===== config.mk =====
export PLATFORM = sky130hd
export DESIGN_NAME = intc_read_port_flat
export DESIGN_NICKNAME = d
export VERILOG_FILES = /design/src/rtl/intc_pkg.sv /design/src/rtl/intc_read_port_if.sv /design/src/rtl/intc_read_address_decoder.sv /design/src/rtl/intc_read_port.sv /design/src/flat_wrapper.sv
export SDC_FILE = /design/constraint.sdc
export NUM_CORES = 1
export LEC_CHECK = 0
export BUFFER_PORTS_ARGS = -buffer_cell sky130_fd_sc_hd__buf_2
export CORE_MARGIN = 1.5
export CORE_UTILIZATION = 45
export CTS_BUF_LIST = sky130_fd_sc_hd__clkbuf_16
export CTS_CLUSTER_DIAMETER = 150
export DETAILED_ROUTE_END_ITERATION = 6
export PLACE_DENSITY = 0.88
export SLEW_MARGIN = 0
export SYNTH_ARGS = -nofsm -noshare
export SYNTH_HDL_FRONTEND = slang
export SYNTH_SLANG_ARGS = --single-unit

===== constraint.sdc =====
create_clock -name clk -period 1.91 [get_ports clk]
set_input_delay 0.191 -clock clk [delete_from_list [all_inputs] [get_ports clk]]
set_output_delay 0.191 -clock clk [all_outputs]
set_load 0.005 [all_outputs]

===== src/rtl/intc_pkg.sv =====
// Shared interrupt-controller definitions: register window geometry and response payload.
package intc_pkg;

  localparam int unsigned INTC_ADDR_W    = 32;
  localparam int unsigned INTC_DATA_W    = 32;
  localparam int unsigned INTC_NUM_ISR   = 4;
  localparam int unsigned INTC_WIN_BYTES = 16;
  localparam int unsigned INTC_SEL_W     = 2;

  localparam logic [INTC_ADDR_W-1:0] INTC_BASE_ADDR = 32'h0002_0000;

  typedef struct packed {
    logic                   err;
    logic [INTC_DATA_W-1:0] data;
  } intc_rsp_t;

  // Response-buffer occupancy, derived from the entry count.
  typedef enum logic [1:0] {
    OCC_EMPTY   = 2'd0,
    OCC_PARTIAL = 2'd1,
    OCC_FULL    = 2'd2
  } occ_e;

endpackage


===== src/rtl/intc_read_port_if.sv =====
// Read request/response channel between the bus interconnect and the ISR read port.
interface intc_read_port_if #(
  parameter int unsigned ADDR_W = 32,
  parameter int unsigned DATA_W = 32
);

  logic              rd_req_valid;
  logic              rd_req_ready;
  logic [ADDR_W-1:0] rd_req_addr;
  logic              rd_rsp_valid;
  logic              rd_rsp_ready;
  logic [DATA_W-1:0] rd_rsp_data;
  logic              rd_rsp_err;

  modport master (
    output rd_req_valid, rd_req_addr, rd_rsp_ready,
    input  rd_req_ready, rd_rsp_valid, rd_rsp_data, rd_rsp_err
  );

  modport slave (
    input  rd_req_valid, rd_req_addr, rd_rsp_ready,
    output rd_req_ready, rd_rsp_valid, rd_rsp_data, rd_rsp_err
  );

endinterface


===== src/rtl/intc_read_address_decoder.sv =====
// Maps a byte address onto one of the ISR vector registers and flags
// addresses outside the window or not word-aligned.
module intc_read_address_decoder
  import intc_pkg::*;
#(
  parameter int unsigned         ADDR_W    = 32,
  parameter logic [ADDR_W-1:0]   BASE_ADDR = ADDR_W'(INTC_BASE_ADDR)
) (
  input  logic [ADDR_W-1:0]     addr,
  output logic [INTC_SEL_W-1:0] select_c,
  output logic                  err_c
);

  localparam logic [ADDR_W-1:0] WIN_LAST = BASE_ADDR + ADDR_W'(INTC_WIN_BYTES - 1);

  always_comb begin
    select_c = addr[3:2];
    err_c    = (addr < BASE_ADDR) || (addr > WIN_LAST) || (addr[1:0] != 2'b00);
  end

endmodule


===== src/rtl/intc_read_port.sv =====
// Read-channel front end of the interrupt controller: range-checks requests,
// samples the selected ISR vector register and returns responses in order.
module intc_read_port
  import intc_pkg::*;
#(
  parameter int unsigned       ADDR_W     = 32,
  parameter int unsigned       DATA_W     = 32,
  parameter logic [ADDR_W-1:0] BASE_ADDR  = ADDR_W'(INTC_BASE_ADDR),
  parameter int unsigned       FIFO_DEPTH = 2
) (
  input  logic                         clk,
  input  logic                         rst_n,
  intc_read_port_if.slave              bus,
  input  logic [INTC_NUM_ISR*DATA_W-1:0] isr_regs,
  output logic                         rd_busy
);

  localparam int unsigned PTR_W = $clog2(FIFO_DEPTH);
  localparam int unsigned CNT_W = PTR_W + 1;
  localparam logic [CNT_W-1:0]  DEPTH_C     = CNT_W'(FIFO_DEPTH);
  localparam logic [ADDR_W:0]   WIN_END_EXT = {1'b0, BASE_ADDR} + (ADDR_W + 1)'(INTC_WIN_BYTES - 1);

  // Elaboration-time guards on the parameter set.
  generate
    if (WIN_END_EXT[ADDR_W]) begin : g_win_overflow
      $error("intc_read_port: BASE_ADDR window wraps past the top of the address space");
    end
    if ((FIFO_DEPTH < 2) || ((FIFO_DEPTH & (FIFO_DEPTH - 1)) != 0)) begin : g_depth_bad
      $error("intc_read_port: FIFO_DEPTH must be a power of two and at least 2");
    end
    if (DATA_W != INTC_DATA_W) begin : g_data_w_bad
      $error("intc_read_port: DATA_W must match the response payload width");
    end
  endgenerate

  logic [DATA_W-1:0]     isr_arr [INTC_NUM_ISR];
  logic [INTC_SEL_W-1:0] select_c;
  logic                  addr_err_c;
  intc_rsp_t             rsp_c;

  intc_rsp_t             mem_q [FIFO_DEPTH];
  logic [PTR_W-1:0]      wr_ptr_q;
  logic [PTR_W-1:0]      rd_ptr_q;
  logic [CNT_W-1:0]      count_q;
  logic [CNT_W-1:0]      count_d;
  occ_e                  state_q;
  occ_e                  state_d;
  logic                  push_c;
  logic                  pop_c;

  for (genvar i = 0; i < INTC_NUM_ISR; i++) begin : g_isr_unpack
    assign isr_arr[i] = isr_regs[i*DATA_W +: DATA_W];
  end

  intc_read_address_decoder #(
    .ADDR_W    (ADDR_W),
    .BASE_ADDR (BASE_ADDR)
  ) u_decoder (
    .addr     (bus.rd_req_addr),
    .select_c (select_c),
    .err_c    (addr_err_c)
  );

  // Response captured at acceptance; faulting reads carry zero data.
  always_comb begin
    rsp_c      = '0;
    rsp_c.err  = addr_err_c;
    rsp_c.data = addr_err_c ? '0 : isr_arr[select_c];
  end

  // Handshakes; a pop in the same cycle never re-opens a full buffer.
  always_comb begin
    push_c = bus.rd_req_valid && (state_q != OCC_FULL);
    pop_c  = (state_q != OCC_EMPTY) && bus.rd_rsp_ready;
  end

  // Occupancy register: count, pointers and derived state.
  always_ff @(posedge clk or negedge rst_n) begin
    if (!rst_n) begin
      state_q  <= OCC_EMPTY;
      count_q  <= '0;
      wr_ptr_q <= '0;
      rd_ptr_q <= '0;
    end else begin
      state_q <= state_d;
      count_q <= count_d;
      if (push_c) wr_ptr_q <= wr_ptr_q + PTR_W'(1);
      if (pop_c)  rd_ptr_q <= rd_ptr_q + PTR_W'(1);
    end
  end

  // Next occupancy from the push/pop pair.
  always_comb begin
    count_d = count_q;
    state_d = state_q;
    unique case ({push_c, pop_c})
      2'b10:   count_d = count_q + CNT_W'(1);
      2'b01:   count_d = count_q - CNT_W'(1);
      default: count_d = count_q;
    endcase
    if (count_d == '0)          state_d = OCC_EMPTY;
    else if (count_d == DEPTH_C) state_d = OCC_FULL;
    else                        state_d = OCC_PARTIAL;
  end

  // Outputs decoded from the registered occupancy state and buffer head.
  always_comb begin
    bus.rd_req_ready = 1'b1;
    bus.rd_rsp_valid = 1'b0;
    bus.rd_rsp_data  = '0;
    bus.rd_rsp_err   = 1'b0;
    rd_busy          = 1'b0;
    if (state_q == OCC_FULL) bus.rd_req_ready = 1'b0;
    if (state_q != OCC_EMPTY) begin
      bus.rd_rsp_valid = 1'b1;
      bus.rd_rsp_data  = mem_q[rd_ptr_q].data;
      bus.rd_rsp_err   = mem_q[rd_ptr_q].err;
      rd_busy          = 1'b1;
    end
  end

  // Response storage.
  always_ff @(posedge clk or negedge rst_n) begin
    if (!rst_n) begin
      for (int unsigned i = 0; i < FIFO_DEPTH; i++) mem_q[i] <= '0;
    end else if (push_c) begin
      mem_q[wr_ptr_q] <= rsp_c;
    end
  end

endmodule


===== src/flat_wrapper.sv =====
// flat-port wrapper written by rule: the top's interface ports become plain ports
module intc_read_port_flat import intc_pkg::*;
#(
  parameter int unsigned       ADDR_W     = 32,
  parameter int unsigned       DATA_W     = 32,
  parameter logic [ADDR_W-1:0] BASE_ADDR  = ADDR_W'(INTC_BASE_ADDR),
  parameter int unsigned       FIFO_DEPTH = 2
)
  (clk, rst_n, isr_regs, rd_busy, bus_rd_req_valid, bus_rd_req_addr, bus_rd_rsp_ready, bus_rd_req_ready, bus_rd_rsp_valid, bus_rd_rsp_data, bus_rd_rsp_err);
  intc_read_port_if #(.ADDR_W(ADDR_W), .DATA_W(DATA_W)) bus_i ();
  input  logic clk;
  input  logic rst_n;
  input  logic [INTC_NUM_ISR*DATA_W-1:0] isr_regs;
  output logic rd_busy;
  input wire logic [$bits(bus_i.rd_req_valid)-1:0] bus_rd_req_valid;
  input wire logic [$bits(bus_i.rd_req_addr)-1:0] bus_rd_req_addr;
  input wire logic [$bits(bus_i.rd_rsp_ready)-1:0] bus_rd_rsp_ready;
  output wire logic [$bits(bus_i.rd_req_ready)-1:0] bus_rd_req_ready;
  output wire logic [$bits(bus_i.rd_rsp_valid)-1:0] bus_rd_rsp_valid;
  output wire logic [$bits(bus_i.rd_rsp_data)-1:0] bus_rd_rsp_data;
  output wire logic [$bits(bus_i.rd_rsp_err)-1:0] bus_rd_rsp_err;
  assign bus_i.rd_req_valid = bus_rd_req_valid;
  assign bus_i.rd_req_addr = bus_rd_req_addr;
  assign bus_i.rd_rsp_ready = bus_rd_rsp_ready;
  assign bus_rd_req_ready = bus_i.rd_req_ready;
  assign bus_rd_rsp_valid = bus_i.rd_rsp_valid;
  assign bus_rd_rsp_data = bus_i.rd_rsp_data;
  assign bus_rd_rsp_err = bus_i.rd_rsp_err;
  intc_read_port #(.ADDR_W(ADDR_W), .DATA_W(DATA_W), .BASE_ADDR(BASE_ADDR), .FIFO_DEPTH(FIFO_DEPTH)) u_core (.clk(clk), .rst_n(rst_n), .bus(bus_i), .isr_regs(isr_regs), .rd_busy(rd_busy));
endmodule

=== After elaboration in Yosys (flattened, before gate mapping) ===
Cells that the tools add are included.

* Add/subtract/negate cells: 4
* $lt $le $gt $ge: 6
* Equality and inequality tests: 5
* Muxes and demuxes: 17
* Bitwise logic cells: 3
* Reduce and logical (&&, ||, !) cells: 8

{| class="wikitable"
|+ Operators with widths
! kind !! number
|-
| 33-bit two-way mux || 4
|-
| 32-bit two-way mux || 4
|-
| 66-bit bitwise mux || 1
|-
| 32-bit binary-select mux with 2-bit select || 1
|-
| 33-bit demux with 1-bit select || 1
|-
| 32-bit by 18-bit > comparator with 1-bit output (second input constant) || 1
|-
| 32-bit by 18-bit less-than comparator with 1-bit output (second input constant) || 1
|-
| 2-bit == test (second input constant) || 3
|-
| 2-bit >= comparator (second input constant) || 2
|-
| 2-bit two-way mux || 2
|-
| 1-bit inverter with 2-bit output || 2
|-
| 2-bit case mux with 2 select lines || 1
|-
| 2-bit nonzero test || 2
|-
| 3-bit >= comparator (second input constant) || 1
|-
| 1-bit logical AND || 3
|-
| 1-bit two-way mux || 3
|-
| 2-bit inverter with 3-bit output || 1
|-
| 1-bit adder (second input constant) || 2
|-
| 2-bit by 1-bit adder with 2-bit output (second input constant) || 1
|-
| 2-bit by 1-bit == test with 1-bit output (second input constant) || 1
|-
| 2-bit logical NOT || 1
|-
| 1-bit logical OR || 2
|-
| 2-bit by 1-bit less-than comparator with 1-bit output (second input constant) || 1
|-
| 2-bit inequality test (second input constant) || 1
|-
| 2-bit by 1-bit subtractor with 2-bit output (second input constant) || 1
|}

* Register bits: 72
* Input port bits: 164
* Output and inout bits: 36
* Word-level logic and storage cells: 51

=== Longest topological paths before layout ===
Gate-level depths: netlist of run 1.

* Depth in word-level cells: 7
* Gate-level depth with buffers: 8
* Mapped depth without buffers: 7

=== Cells and area by module ===
From an unflattened synthesis of run 1, not the netlist that was laid out.

* Cells, all modules: 358
* Area total of the unflattened synthesis: 4324.1 µm²

{| class="wikitable"
|+ Modules (own cells, without submodules)
! module !! times used !! cells each !! area each (µm²) !! seq. area each (µm²)
|-
| intc_read_port || 1 || 346 || 4236.6 || 1776.7
|-
| intc_read_address_decoder || 1 || 12 || 87.6 || 0.0
|}

=== Least setup slack after synthesis of run 1 ===
Ideal clock, no wire load.

* Path type: register to register
* Start: register u_core.state_q[0]
* End: register u_core.state_q[1]
* Library setup time: 0.077 ns
* Arrival time: 1.801 ns
* Required time: 1.833 ns
* Setup slack: 0.031 ns
* Cell stages (with the launch flop): 8
* Buffers on the path: 1
* Clock period less this slack: 1.879 ns
* Cell sequence: dfrtp_1 -> nor2b_1 -> clkbuf_1 -> nor2_1 -> inv_1 -> ha_1 -> or3_1 -> a21oi_1

* Word-level cells in the longest chain between the ends: 7
* Elaborated cells on any way between the ends: 11
* Those cells by class: 4 x eq/ne; 3 x mux; 4 x reduce/logical

{| class="wikitable"
|+ Ends and longest elaborated chain
! item !! line !! text
|-
| start: declaration || intc_read_port.sv:46 || <nowiki>occ_e state_q;</nowiki>
|-
| start signal: assignment || intc_read_port.sv:85 || <nowiki>state_q <= state_d;</nowiki>
|-
| 2-bit inequality test or 2-bit nonzero test (tied branches) || intc_read_port.sv:73, intc_read_port.sv:74 ||
|-
| 1-bit logical AND (on tied branches) || intc_read_port.sv:73, intc_read_port.sv:74 ||
|-
| 2-bit by 1-bit == test with 1-bit output or 2-bit == test (tied branches) || intc_read_port.sv:96 || <nowiki>unique case ({push_c, pop_c})</nowiki>
|-
| 2-bit case mux with 2 select lines (*) || intc_read_port.sv:96 ||
|-
| 2-bit == test || intc_read_port.sv:102 || <nowiki>else if (count_d == DEPTH_C) state_d = OCC_FULL;</nowiki>
|-
| 2-bit two-way mux || intc_read_port.sv:102 ||
|-
| 2-bit two-way mux (*) || intc_read_port.sv:101 || <nowiki>if (count_d == '0) state_d = OCC_EMPTY;</nowiki>
|-
| via u_core.state_d[1] || intc_read_port.sv:47 || <nowiki>occ_e state_d;</nowiki>
|}

Mark *: on every way through the listed nets, which the timed path passes. The rest lies on a longest branch.
A chain may end at the register's enable or synchronous reset.

=== Final worst setup path of run 1 ===
* Start: register u_core.state_q[1]
* End: register u_core.state_q[1]

The elaborated chain is that of the path after synthesis.

==> summary.md, run 1 <==
| Metric | Value |
|---|---|
| Fin crit share | `0.968` |
| Share of cells above drive strength 1 | `0.498` |
| Critical Path Slowest Stage Cell | `or3_1` |
| Area share of fa/ha/maj cells after synthesis | `0.00248` |
| H-tree lvl count | `3` |
| Sequential fraction of the synthesis area | `0.356` |
| Worst-path clk slew | `50 ps` |
| DRC viols | `0` |
| Synthesis warning total | `0` |
| Synth top area cells | `dfrtp_1 36%, mux2i_1 14%, o31ai_1 9.5%` |
| Synth Area in XOR/XNOR | `0.00693` |
| Cell Pwr Density | `786 mW/mm2` |
| Post-synth EDFFs | `0` |
| R2r setup slk | `60 ps` |
| Critical path class | `reg -> reg` |
| Worst-Margin Slew | `648 ps` |
| Post-synth top area cell | `dfrtp_1` |
| Final ANT Viol Nets | `0` |
| CP Data Arrival Time | `2090 ps` |
| Setup violators final | `0` |
| CTS Buf Count | `9` |
| Vias in the first global route | `4767` |
| Cells after Synth | `443` |
| Reg2reg path depth | `6` |
| Rows | `38` |
| Clk sinks | `72` |
| First-pass GRT wire length | `23000 um` |
| WP data required | `2150 ps` |
| Worst Path Buf+Inv | `1` |
| Core area | `0.0109 mm2` |
| Worst setup EP type | `flop` |
| Initial antenna violation count | `0` |
| Die Y-Extent | `109 um` |
| Distinct cells, synth | `32` |
| Max_cap viols | `0` |
| GR Overflow Total | `0` |
| Async set or reset register ratio after synthesis | `1.00` |
| GRT busiest layer | `met2` |
| Clock tree buffer depth | `2` |
| Final worst slack | `61.9 ps` |
| Leak | `3.33 nW` |
| CTS tree | `built` |
| Fin nets | `782` |
| Period minus WS final | `1850 ps` |
| Max Clock Freq | `0.541 GHz` |
| Area Growth Syn to Fin | `27.7%` |
| Mapped Nets | `608` |
| Clock Latency Late Sink | `320 ps` |
| WHS Endpoint | `u_core.rd_ptr_q` |
| Portion of netlist area occupied by mux cells | `0.239` |
| Top cell type's share of synthesized area | `0.356` |
| Port Buffers | `199` |
| Mean Syn Cell Area | `11.4 um2` |
| Clock skew | `7.10 ps` |
| RSZ-0062 raised after global routing | `no` |
| Slowest stage delay, CP | `420 ps` |
| Maximum fanout along the worst path | `4` |
| Num ports | `200` |
| RR Startpoint | `u_core.state_q[1]` |
| Hold_sp | `bus_rd_rsp_ready` |
| # Post-CTS Setup Buffers | `0` |
| Placer's final routability congestion estimate | `0.841` |
| Fin Setup TNS | `0 ps` |
| Largest family of logic cells by synthesized area | `compound AO/OA/AOI/OAI gates` |
| Clk root buf | `clkbuf_16` |
| Worst Setup Start Kind | `flop` |
| Top FF cell, synth | `dfrtp_1` |
| Slew Viols, Final | `0` |
| Initial DRC count | `335` |
| Synth Area in Compound Gates | `0.255` |
| R2R Path End | `u_core.state_q[1]` |
| GR Layer Usage met1 | `0.298` |
| Final WL | `14600 um` |
| Drt first pass iters | `7` |
| Tot Pwr | `0.00507 W` |
| Chip width | `109 um` |
| Peak supply drop | `0.000593 V` |
| Total Die Area | `0.0119 mm2` |
| Final Hold Viols | `0` |
| Cell Area, Synth | `0.00505 mm2` |
| Diodes inserted | `0` |
| Worst hold slack | `217 ps` |
| Avg Vias per Cell | `6.08` |
| HPWL after DPL | `10100 um` |
| Slew HR | `0.568` |
| Met3 GRT Util | `0.0568` |
| Pre-CTS setup slack | `115 ps` |
| Delay-heaviest family, CP | `simple AND/OR/NAND/NOR gates` |
| Initial Util | `0.464` |
| Simple-Gate Fraction of Synth Area | `0.0688` |
| Hold path cells | `3` |
| Status | `complete, no violations` |
| Worst path cell trace | `nor2b_4 > nor2_1 > inv_1 > ha_1 > or3_1 > a21oi_1` |
| Met2 global-route usage | `0.431` |
| Total track usage | `0.249` |
| Seq cells post-synth | `72` |
| Pin count of the biggest net entering global routing | `66` |
| Min-delay worst type | `in -> reg` |
| Avg WL per Cell | `19.1 um` |
| Detailed-route via count | `4634` |
[synthesized netlist by cell type, types with 7 or more instances]
library cell / count
dfrtp_1: 72
mux2_2: 18
nor2_1: 36
buf_2: 9
o31ai_1: 64
mux2i_1: 69
o41ai_1: 37
o41ai_2: 27
buf_4: 7
mux4_2: 14
clkbuf_1: 31
inv_1: 17
[repair_timing]
item                                    in CTS  in global routing
hold buffers                                 1                  0
hold endpoints to repair                    48                  0
endpoints found under the setup margin       0                  2
resized for setup                            0                  3
[area by class of cell]
cell class	count	area, um2
well taps	140	175
inverters	19	71.3
fillers	877	4430
flip-flops and latches	72	1800
multi-input cells	295	2940
clock inverters	7	32.5
repair buffers	220	1210
clock buffers	9	225
[cells by family (layout without fill, tap and decap cells)]
logic type | count (synthesis) | in the layout
flip-flops | 72 | 72
XOR/XNOR | 4 | 4
AO/OA/AOI/OAI | 135 | 135
AND/OR/NAND/NOR | 54 | 54
adder cells (fa/ha/maj) | 1 | 1
multiplexers | 101 | 101
buffers and inverters | 76 | 255
[worst max path at each step]
stage	start	endpoint	slack (ps)	cells past startpoint
detailed placement	u_core.state_q[0]	u_core.state_q[1]	120	6
global placement	u_core.state_q[0]	u_core.state_q[1]	210	6
global route	u_core.state_q[0]	u_core.state_q[1]	6	6
CTS	u_core.state_q[0]	u_core.state_q[1]	100	6
floorplan	u_core.state_q[0]	u_core.state_q[1]	30	7
finish	u_core.state_q[1]	u_core.state_q[1]	60	6
[per-stage QoR]
step           area (um2)  utilization  std cells
3_3_place_gp         6170        0.566        745
3_5_place_dp         6170        0.566        745
6_report             6460        0.593        762
4_1_cts              6430        0.591        762
5_1_grt              6460        0.593        762
2_1_floorplan        5050            -        443
[power breakdown]
group	internal, W	leakage [nW]	switching (W)
combinational	0.000666	2.21	0.00129
sequential	0.00159	0.983	0.0000733
clock	0.000854	0.136	0.000593
total	0.00311	3.33	0.00196
[metal layers]
metal | wire, um | up-vias
met2 | 7610 | 228
li1 | - | 2113
met5 | 0 | -
met1 | 5550 | 2256
met4 | 320 | 0
met3 | 1070 | 37
[state kept, by name, summed over array words and instances, names as in the netlist]
signal           cells
u_core.rd_ptr_q      1
u_core.state_q       2
u_core.mem_q        66
u_core.count_q       2
u_core.wr_ptr_q      1
[cells in the final DEF, fill, tap and decap left out]
master and count:
nand3_2 2, clkbuf_16 9, a41oi_1 2, dfrtp_2 1, nor2_1 35, mux2_2 18
inv_2 3, buf_4 17, and2_1 1, xnor2_1 3, mux4_2 14, clkinv_2 2
clkinvlp_4 1, nor4_2 4, o31ai_1 64, o41ai_2 30, nor2b_4 1, clkinv_1 1
o21ai_0 2, o41ai_1 34, nor2_4 1, buf_2 198, xor2_1 1, mux2i_1 69
ha_1 1, a21oi_1 1, inv_1 19, nand2_1 2, or3_1 1, dlygate4sd3_1 1
nor4b_4 1, nand4_4 2, dfrtp_1 71, a31oi_1 2, buf_12 4, nor4_4 2
and4_1 2
[worst min-delay path, cell delays in order]
cell,delay (ps)
buf_2,70
and2_1,150
xor2_1,70
Note: power is estimated with default switching activity, not from simulation.
==> run 2, diff against run 1 <==
--- a/config.mk
+++ b/config.mk
@@ -7,12 +7,12 @@
 export LEC_CHECK = 0
 export BUFFER_PORTS_ARGS = -buffer_cell sky130_fd_sc_hd__buf_2
 export CORE_MARGIN = 1.5
-export CORE_UTILIZATION = 45
-export CTS_BUF_LIST = sky130_fd_sc_hd__clkbuf_16
+export CORE_UTILIZATION = 43
 export CTS_CLUSTER_DIAMETER = 150
 export DETAILED_ROUTE_END_ITERATION = 6
-export PLACE_DENSITY = 0.88
-export SLEW_MARGIN = 0
+export PLACE_DENSITY = 0.87
+export SLEW_MARGIN = 30
 export SYNTH_ARGS = -nofsm -noshare
 export SYNTH_HDL_FRONTEND = slang
+export SYNTH_HIERARCHICAL = 1
 export SYNTH_SLANG_ARGS = --single-unit
==> run 2 against run 1 <==
Net effect:
- register-to-register slack better by 50 ps
- die area down 10%
- global-route usage down 4.9 points
- power down 17%
- critical path depth unchanged
- sequential power about the same
- non-clock buffer count down 6
- sequential share of layout area up 3.3 points
- routed wire length down 27%
- area after synthesis down 14%
- final area down 12%
- clock power down 25%
- largest power group is now registers
==> summary.md, run 2 <==
| Metric | Value |
|---|---|
| Status | `complete, no violations` |
| Synth top cells by count | `97 x mux2i_1, 71 x dfrtp_1, 36 x mux2_2` |
| Flip-flop count of the largest register after layout | `66` |
| Die Y-Extent | `103 um` |
| Sequential fraction of the synthesis area | `0.411` |
| Distinct cells, synth | `31` |
| Mapped Nets | `523` |
| Seq cells post-synth | `71` |
| Switching pwr | `0.00145 W` |
| Most frequent cells in the layout | `197 x buf_2, 97 x mux2i_1, 70 x dfrtp_1` |
| Avg WL per Cell | `15.3 um` |
| Core area | `0.00977 mm2` |
| CP Data Arrival Time | `2040 ps` |
| Avg Vias per Cell | `5.12` |
| Top FF cell, synth | `dfrtp_1` |
| Share of cells above drive strength 1 | `0.542` |
| Clock tree buffer depth | `2` |
| Most frequent cell after synthesis | `mux2i_1` |
| Post-synth EDFFs | `0` |
| Synth top area cells | `dfrtp_1 41%, mux2i_1 22%, mux2_4 10%` |
| Largest regs | `u_core/mem_q x66, u_core/count_q x2` |
| Slowest stage delay, CP | `440 ps` |
| Worst-path clk slew | `70 ps` |
| Diodes inserted | `0` |
| DRC viols | `0` |
| Cell-internal power | `0.00278 W` |
| Most flop-heavy register | `u_core/mem_q` |
| Mean Syn Cell Area | `12.1 um2` |
| Leak | `3.15 nW` |
| First-pass GRT wire length | `16500 um` |
| Clk root buf | `clkbuf_8` |
| CTS tree | `built` |
| Period minus WS final | `1800 ps` |
| Num ports | `200` |
| Maximum fanout along the worst path | `4` |
| Drt first pass iters | `4` |
| Port Buffers | `199` |
| Register area | `0.00178 mm2` |
| Final Cell Area | `0.00569 mm2` |
| Slew HR | `0.565` |
| RSZ-0062 raised after global routing | `no` |
| Rows | `36` |
| Initial antenna violation count | `0` |
| Vias in the first global route | `3599` |
| Top cell type's share of synthesized area | `0.411` |
| Max_cap viols | `0` |
| HPWL after DPL | `7910 um` |
| Initial Util | `0.442` |
| Fill cells | `837` |
| Slew Viols, Final | `0` |
| Clock Latency Late Sink | `330 ps` |
| Combinational power share | `0.347` |
| Worst path cell trace | `nor2_2 > inv_1 > and2_1 > ha_1 > or3_1 > a21oi_1` |
| Cell Pwr Density | `744 mW/mm2` |
| Pin count of the biggest net entering global routing | `72` |
| Worst setup EP type | `flop` |
| Chip width | `103 um` |
| Area Growth Syn to Fin | `31.7%` |
| Final ANT Viol Nets | `0` |
| Peak supply drop | `0.00105 V` |
| Fin nets | `717` |
| Commonest non-fill, non-tap cell in the layout | `buf_2` |
| Setup violators final | `0` |
| Total Die Area | `0.0107 mm2` |
| Worst-Margin Slew | `652 ps` |
| Detailed-route via count | `3535` |
| Worst Setup Start Kind | `flop` |
| Cell Area, Synth | `0.00432 mm2` |
| Critical Path Slowest Stage Cell | `dfrtp_1` |
| Final WL | `10600 um` |
| Total track usage | `0.199` |
| Clock skew | `12.7 ps` |
| WP data required | `2160 ps` |
| Fin crit share | `0.941` |
| Final Hold Viols | `0` |
| Cells after Synth | `358` |
| Post-synth top area cell | `dfrtp_1` |
| Switch share | `0.343` |
| # Post-CTS Setup Buffers | `0` |
| Placer's final routability congestion estimate | `0.697` |
| Synthesis warning total | `6` |
| Footprint of the multi-input gates | `0.00235 mm2` |
| Critical path class | `reg -> reg` |
| H-tree lvl count | `3` |
| GR Overflow Total | `0` |
| Max Clock Freq | `0.557 GHz` |
| Clock Power Share | `0.257` |
| Clk sinks | `71` |
| Dpl cell area | `0.00550 mm2` |
| CTS Buf Count | `9` |
| Worst hold slack | `182 ps` |
| Flop pwr share | `0.396` |
| Min-delay worst type | `in -> reg` |
| Async set or reset register ratio after synthesis | `1.00` |
| Initial DRC count | `86` |
run 2: path summary, 6_finish.rpt:
path / depth (start not counted) / start / endpoint / slack, ps
worst max-delay path: 6 / u_core/count_q[0] / u_core/state_q[1] / 110
worst min-delay path: 3 / bus_rd_req_valid / u_core/wr_ptr_q / 180
worst max register to register: 6 / u_core/count_q[0] / u_core/state_q[1] / 110
worst min register to register: 1 / u_core/mem_q[10] / u_core/mem_q[10] / 510
max in group asynchronous: 2 / rst_n / u_core/rd_ptr_q / 940
min in group asynchronous: 2 / rst_n / u_core/mem_q[11] / 440
run 2: repair_timing:
action	4_1_cts	5_1_grt
hold endpoints to repair	3	0
hold buffers	1	0
endpoints found under the setup margin	0	3
resized for setup	0	1
run 2: power groups by stage:
stage	clock network (W)	logic, W	registers, W
after CTS	0.00113	0.00148	0.00167
final	0.00109	0.00147	0.00168
after detailed placement	0	0.00148	0.00170
after global routing	0.00120	0.00157	0.00169
after floorplan	0	0.00106	0.00162
after global placement	0	0.00145	0.00170
run 2: layer usage:
layer	track usage	vias to the layer above	routed length (um)	part of all wire
met1	0.233	1695	4430	0.42
met4	0.0572	0	123	0.012
li1	-	1702	-	-
met2	0.373	123	5440	0.51
met3	0.0356	15	582	0.055
met5	0	-	0	0
run 2: metrics by stage:
stage	setup slack [ps]	power, W	cells	utilization	TNS [ps]
final	113	0.00424	690	0.583	0
after global routing	13.3	0.00446	690	0.583	0
after CTS	59.6	0.00429	690	0.582	0
after detailed placement	-150	0.00318	673	0.562	-6950
after global placement	-100	0.00315	673	0.562	-2570
after floorplan	9.17	0.00268	358	-	0
run 2: critical path, delay by kind of cell, from the launching register on:
| family | cells | cell delay, ps |
|---|---|---|
| AND/OR/NAND/NOR | 3 | 730 |
| flip-flops | 1 | 440 |
| adder cells (fa/ha/maj) | 1 | 340 |
| AO/OA/AOI/OAI | 1 | 160 |
| buffers and inverters | 1 | 60 |
run 2: layout make-up:
type	instances	share of cell area
Inverter	1	0.000659
Timing Repair Buffer	214	0.212
Sequential cell	71	0.313
Multi-Input combinational cell	255	0.413
Clock buffer	10	0.0242
Tap cell	133	0.0292
Clock inverter	6	0.00791
run 2: logic make-up (layout without fill, tap and decap cells):
kind of cell               count (synthesis)  after routing  share of synthesized area
xor gates and xnor gates                   4              4                    0.00810
and+or+nand+nor                           53             53                     0.0613
adders and majority gates                  1              1                    0.00289
muxes                                    163            163                      0.422
AOI/OAI and AO/OA                         34             34                     0.0486
buffers and inverters                     32            231                     0.0457
DFF                                       71             71                      0.411
